### config.mk
export PLATFORM = sky130hd
export DESIGN_NAME = sig_pulse_arbiter
export DESIGN_NICKNAME = d
export VERILOG_FILES = /design/src/rtl/sig_pulse_arbiter.sv
export SDC_FILE = /design/constraint.sdc
export NUM_CORES = 1
export LEC_CHECK = 0
export BUFFER_PORTS_ARGS = -buffer_cell sky130_fd_sc_hd__buf_2
export CORE_MARGIN = 2
export CORE_UTILIZATION = 55
export CTS_BUF_LIST = sky130_fd_sc_hd__clkbuf_8 sky130_fd_sc_hd__clkbuf_16
export DETAILED_ROUTE_END_ITERATION = 7
export MAX_ROUTING_LAYER = met4
export PLACE_DENSITY = 0.76
export SLEW_MARGIN = 20
export SYNTH_ARGS = -nofsm -noshare
export SYNTH_HDL_FRONTEND = slang
export SYNTH_SLANG_ARGS = --single-unit
### constraint.sdc
create_clock -name clk -period 6.03 [get_ports clk]
set_clock_uncertainty 0.2 [all_clocks]
set_input_delay 1.5075 -clock clk [delete_from_list [all_inputs] [get_ports clk]]
set_output_delay 1.5075 -clock clk [all_outputs]
set_load 0.01 [all_outputs]
### src/rtl/sig_pulse_arbiter.sv
// Round-robin arbiter that owns the shared `sig` line and drives a pulse of each winner's programmed length.
// Optional SIG_PULSE_ABORT_EN adds `abort`/`aborted` for early termination of the pulse being driven.
module sig_pulse_arbiter #(
  parameter int unsigned NUM_REQ    = 4,
  parameter int unsigned LEN_W      = 8,
  parameter int unsigned GAP_CYCLES = 2
) (
  input  logic                     clk,
  input  logic                     reset,
  input  logic [NUM_REQ-1:0]       req,
  input  logic [NUM_REQ*LEN_W-1:0] req_len,
`ifdef SIG_PULSE_ABORT_EN
  input  logic                     abort,
  output logic                     aborted,
`endif
  output logic [NUM_REQ-1:0]       gnt,
  output logic [NUM_REQ-1:0]       done,
  output logic                     sig,
  output logic                     busy
);

  localparam int unsigned PTR_W = (NUM_REQ > 1) ? $clog2(NUM_REQ) : 1;
  localparam int unsigned GAP_W = $clog2(GAP_CYCLES + 1);

  typedef enum logic [1:0] {S_IDLE, S_DRIVE, S_GAP} state_t;

  state_t             r_state;
  state_t             w_state_next;
  logic [PTR_W-1:0]   r_owner;
  logic [PTR_W-1:0]   r_rr_ptr;
  logic [LEN_W-1:0]   r_cnt;
  logic [GAP_W-1:0]   r_gap;

  logic [NUM_REQ-1:0] r_gnt;
  logic [NUM_REQ-1:0] r_done;
  logic               r_sig;
  logic               r_busy;
  logic               r_aborted;

  logic [NUM_REQ-1:0] w_elig;
  logic               w_any;
  logic [PTR_W-1:0]   w_pick;
  logic [LEN_W-1:0]   w_pick_len;
  logic [PTR_W-1:0]   w_owner_next;
  logic [NUM_REQ-1:0] w_gnt_next;
  logic [NUM_REQ-1:0] w_done_next;
  logic               w_sig_next;
  logic               w_busy_next;
  logic               w_aborted_next;
  logic               w_abort;

`ifdef SIG_PULSE_ABORT_EN
  assign w_abort = abort;
  assign aborted = r_aborted;
`else
  assign w_abort = 1'b0;
`endif

  assign gnt  = r_gnt;
  assign done = r_done;
  assign sig  = r_sig;
  assign busy = r_busy;

  // Zero-length requests are never eligible; search starts just after the last owner.
  always_comb begin : arb_c
    int unsigned idx;
    idx        = 0;
    w_elig     = '0;
    w_any      = 1'b0;
    w_pick     = r_rr_ptr;
    w_pick_len = '0;
    for (int unsigned i = 0; i < NUM_REQ; i++) begin
      w_elig[i] = req[i] && (req_len[i*LEN_W +: LEN_W] != '0);
    end
    for (int unsigned k = 1; k <= NUM_REQ; k++) begin
      idx = (32'(r_rr_ptr) + k) % NUM_REQ;
      if (!w_any && w_elig[PTR_W'(idx)]) begin
        w_any      = 1'b1;
        w_pick     = PTR_W'(idx);
        w_pick_len = req_len[idx*LEN_W +: LEN_W];
      end
    end
  end

  always_ff @(posedge clk) begin : state_reg
    if (reset) r_state <= S_IDLE;
    else       r_state <= w_state_next;
  end

  always_comb begin : next_state_c
    w_state_next = r_state;
    unique case (r_state)
      S_IDLE:  if (w_any) w_state_next = S_DRIVE;
      S_DRIVE: if (w_abort || (r_cnt == LEN_W'(1))) w_state_next = S_GAP;
      S_GAP:   if (r_gap == '0) w_state_next = S_IDLE;
      default: w_state_next = S_IDLE;
    endcase
  end

  // Output values for the coming cycle, derived from the state being entered.
  always_comb begin : output_c
    w_owner_next   = (r_state == S_IDLE) ? w_pick : r_owner;
    w_gnt_next     = '0;
    w_done_next    = '0;
    w_aborted_next = 1'b0;
    w_sig_next     = (w_state_next == S_DRIVE);
    w_busy_next    = (w_state_next != S_IDLE);
    if (w_state_next == S_DRIVE) w_gnt_next[w_owner_next] = 1'b1;
    if ((r_state == S_DRIVE) && (w_state_next == S_GAP)) begin
      w_done_next[r_owner] = 1'b1;
      w_aborted_next       = w_abort;
    end
  end

  always_ff @(posedge clk) begin : datapath_reg
    if (reset) begin
      r_owner  <= '0;
      r_rr_ptr <= PTR_W'(NUM_REQ - 1);
      r_cnt    <= '0;
      r_gap    <= '0;
    end else begin
      unique case (r_state)
        S_IDLE: begin
          if (w_any) begin
            r_owner  <= w_pick;
            r_rr_ptr <= w_pick;
            r_cnt    <= w_pick_len;
          end
        end
        S_DRIVE: begin
          r_cnt <= r_cnt - LEN_W'(1);
          if (w_state_next == S_GAP) r_gap <= GAP_W'(GAP_CYCLES - 1);
        end
        S_GAP: begin
          if (r_gap != '0) r_gap <= r_gap - GAP_W'(1);
        end
        default: ;
      endcase
    end
  end

  always_ff @(posedge clk) begin : output_reg
    if (reset) begin
      r_gnt     <= '0;
      r_done    <= '0;
      r_sig     <= 1'b0;
      r_busy    <= 1'b0;
      r_aborted <= 1'b0;
    end else begin
      r_gnt     <= w_gnt_next;
      r_done    <= w_done_next;
      r_sig     <= w_sig_next;
      r_busy    <= w_busy_next;
      r_aborted <= w_aborted_next;
    end
  end

endmodule

==> flow_summary.json <==
{
  "cp_data_required_time_ns": 6.03,
  "worstPathArrival_ns": 3.97,
  "cp_top_family": "compound AO/OA/AOI/OAI gates",
  "syn_inst": 330,
  "ys_warn_count": 0,
  "peakVddDrop_v": 0.000205,
  "fp.dieArea_um2": 5620,
  "path_class": "in -> reg",
  "highest_layer": "met4",
  "critPathMaxStageDelay_ns": 0.73,
  "rr_worst_depth": 8,
  "vias_per_cell": 6.62,
  "post_synth_num_cell_types": 72,
  "synth_edf_count": 0,
  "first_iter_violations": 210,
  "wl_met3_um": 533,
  "final_cell_mix": "buf_2, a21oi_1, dfxtp_1",
  "initial_core_util": 0.579,
  "cts_resized": 0,
  "fmaxAchievable_ghz": 0.252,
  "clock-sinks": 26,
  "io_buffers": 47,
  "worst-path-buf-inv": 1,
  "clk_path_buf_depth": 2,
  "synth.cell_area_um2": 2770,
  "wl_met1_mm": 3.38,
  "crit_chain": "buf_2 > nor4_2 > a21boi_1 > o41ai_4 > o21ai_0 > a211o_1 > o211ai_1",
  "wl_met2_mm": 3.71,
  "crit_cells": 7,
  "drv_slew": 0,
  "tritoncts": "built",
  "fin_area_um2": 3050,
  "hold_viol": 0,
  "drive_gt1_frac": 0.267,
  "grt_max_degree": 55,
  "maxSlewHeadroom": 0.339,
  "cts-buffers-inserted": 3,
  "gp_congestion": 0.999,
  "finalNetCount": 406,
  "critical_path.max_fanout": 10,
  "ys_ff_latch": 26,
  "globalRouteOverflowTotal": 0,
  "syn_nets": 375,
  "final_common_cell": "buf_2",
  "swShare": 0.443,
  "avgSynthCellArea_um2": 8.39,
  "areaGrowthSynthToFinish_pct": 10.1,
  "route.detailed.wl_per_inst_um": 18.1,
  "fin_worst_hold_slack_ns": 0.282,
  "core_um2": 4790,
  "synthFlopType": "dfxtp_1",
  "final_core_util": 0.637,
  "diodes": 0,
  "async_flop_share": 0,
  "grt_antenna_before_repair": 0,
  "cts_root_buffer": "clkbuf_8",
  "post-route-period-util": 0.657,
  "seqPwrFrac": 0.296,
  "critPathCaptureType": "flop",
  "p_per_area_nw_per_um2": 299,
  "ant_nets": 0,
  "h-tree-depth": 1,
  "tightest_slew_ns": 0.992,
  "combPwrFrac": 0.579,
  "cts.clk_slew.worst_paths_ns": 0.09,
  "postCtsHoldBufs": 0,
  "status": "completed",
  "vias": 2826,
  "switchingPower_uw": 404,
  "start_kind": "input port",
  "period_minus_slack_ns": 3.96,
  "grt_pass1_vias": 2563,
  "place_area_um2": 3000,
  "power.leakage_nw": 1.15,
  "yosysSeqAreaShare": 0.188,
  "die_w_um": 75.0,
  "whs_path_depth": 2,
  "crit_path_top_delay_cell": "o41ai_4",
  "drt_first_pass_iters": 5,
  "routed_wl_mm": 7.73,
  "setup_violations": 0,
  "internal_power_uw": 507,
  "pin_count": 48,
  "cap_viol_max_count": 0,
  "worstHoldPathType": "reg -> reg",
  "num_rows": 25,
  "hpwl_mm": 5.84,
  "grtUsageTotal": 0.303,
  "grt_pass1_wl_mm": 12.6,
  "drc": 0,
  "tns_ns": 0,
  "total_power_uw": 911,
  "die_height_um": 75.0,
  "clk_latency_ns": 0.27,
  "postCtsSetupRepairBufs": 0,
  "power.share.clock": 0.125,
  "rsz0062_at_grt": "no"
}
[Yosys cell counts (all sizes together) (2+ instances only)]
master | count | area (µm²)
a2111oi | 8 | 80.1
a211o | 4 | 35.0
a211oi | 6 | 50.1
a21bo | 4 | 40.0
a21boi | 5 | 45.0
a21oi | 26 | 134
a221oi | 9 | 78.8
a22oi | 3 | 22.5
a31o | 2 | 17.5
a31oi | 5 | 31.3
a32oi | 2 | 17.5
and2 | 3 | 18.8
and3 | 4 | 25.0
buf | 9 | 53.8
clkbuf | 13 | 50.0
dfxtp | 26 | 521
ha | 7 | 87.6
inv | 13 | 48.8
mux2 | 9 | 101
mux2i | 6 | 60.1
mux4 | 11 | 252
nand2 | 22 | 85.1
nand3 | 13 | 65.1
nand3b | 6 | 45.0
nand4 | 4 | 25.0
nor2 | 21 | 81.3
nor2b | 9 | 56.3
nor3 | 12 | 65.1
nor4 | 9 | 141
o211ai | 3 | 22.5
o21a | 5 | 37.5
o21ai | 17 | 85.1
o221ai | 2 | 17.5
o22ai | 2 | 12.5
o311a | 2 | 20.0
or2 | 2 | 12.5
or3 | 6 | 37.5
or4 | 3 | 22.5
xnor2 | 2 | 17.5
[routing by layer]
| layer | global-route usage | vias to the layer above |
|---|---|---|
| li1 | - | 1357 |
| met1 | 0.408 | 1333 |
| met2 | 0.491 | 124 |
| met3 | 0.0348 | 12 |
| met4 | 0.0655 | 0 |
| met5 | - | - |
[power groups by stage]
stage / Sequential [mW] / Combinational [mW] / Clock, mW
after floorplan: 0.241 / 0.433 / 0
after global placement: 0.273 / 0.513 / 0
after detailed placement: 0.273 / 0.519 / 0
after CTS: 0.269 / 0.522 / 0.114
after global routing: 0.280 / 0.578 / 0.122
final: 0.270 / 0.527 / 0.114
[registers in the layout, indices dropped and copies added, names as in the netlist]
signal,count
r_owner,2
r_cnt,8
busy,1
sig,1
r_gap,2
r_rr_ptr,2
done,4
gnt,4
r_state,2
[final cells by class]
type                    count  area (µm²)
multi-input cells         268        2090
fillers                   429        1740
flip-flops and latches     26         523
repair buffers             48         243
well taps                  67        83.8
clock buffers               4        55.1
inverters                  14        52.6
[logic make-up after synthesis]
family	synth area share
AND/OR/NAND/NOR	0.251
multiplexers	0.149
adder cells (fa/ha/maj)	0.0316
XOR/XNOR	0.00949
AO/OA/AOI/OAI	0.314
buffers and inverters	0.0565
flip-flops	0.188
[path summary, 6_finish.rpt]
path	startpoint	end	slack, ns
max	req_len[20]	r_cnt[0]	2.07
max reg2reg	r_state[1]	gnt[2]	2.92
min	r_gap[1]	r_gap[1]	0.28
min reg2reg	r_gap[1]	r_gap[1]	0.28
[worst min-delay path, delay by kind of cell, from the launching register on]
family,cells,cell delay [ns]
simple gates,1,0.05
compound gates,1,0.06
flops,1,0.33
[metrics by stage]
stage,setup slack (ns),instances
6_report,2.07,427
2_1_floorplan,2.45,330
4_1_cts,2.11,427
3_3_place_gp,1.87,423
5_1_grt,1.95,427
3_5_place_dp,1.89,423
(Power assumes the default switching activity.)
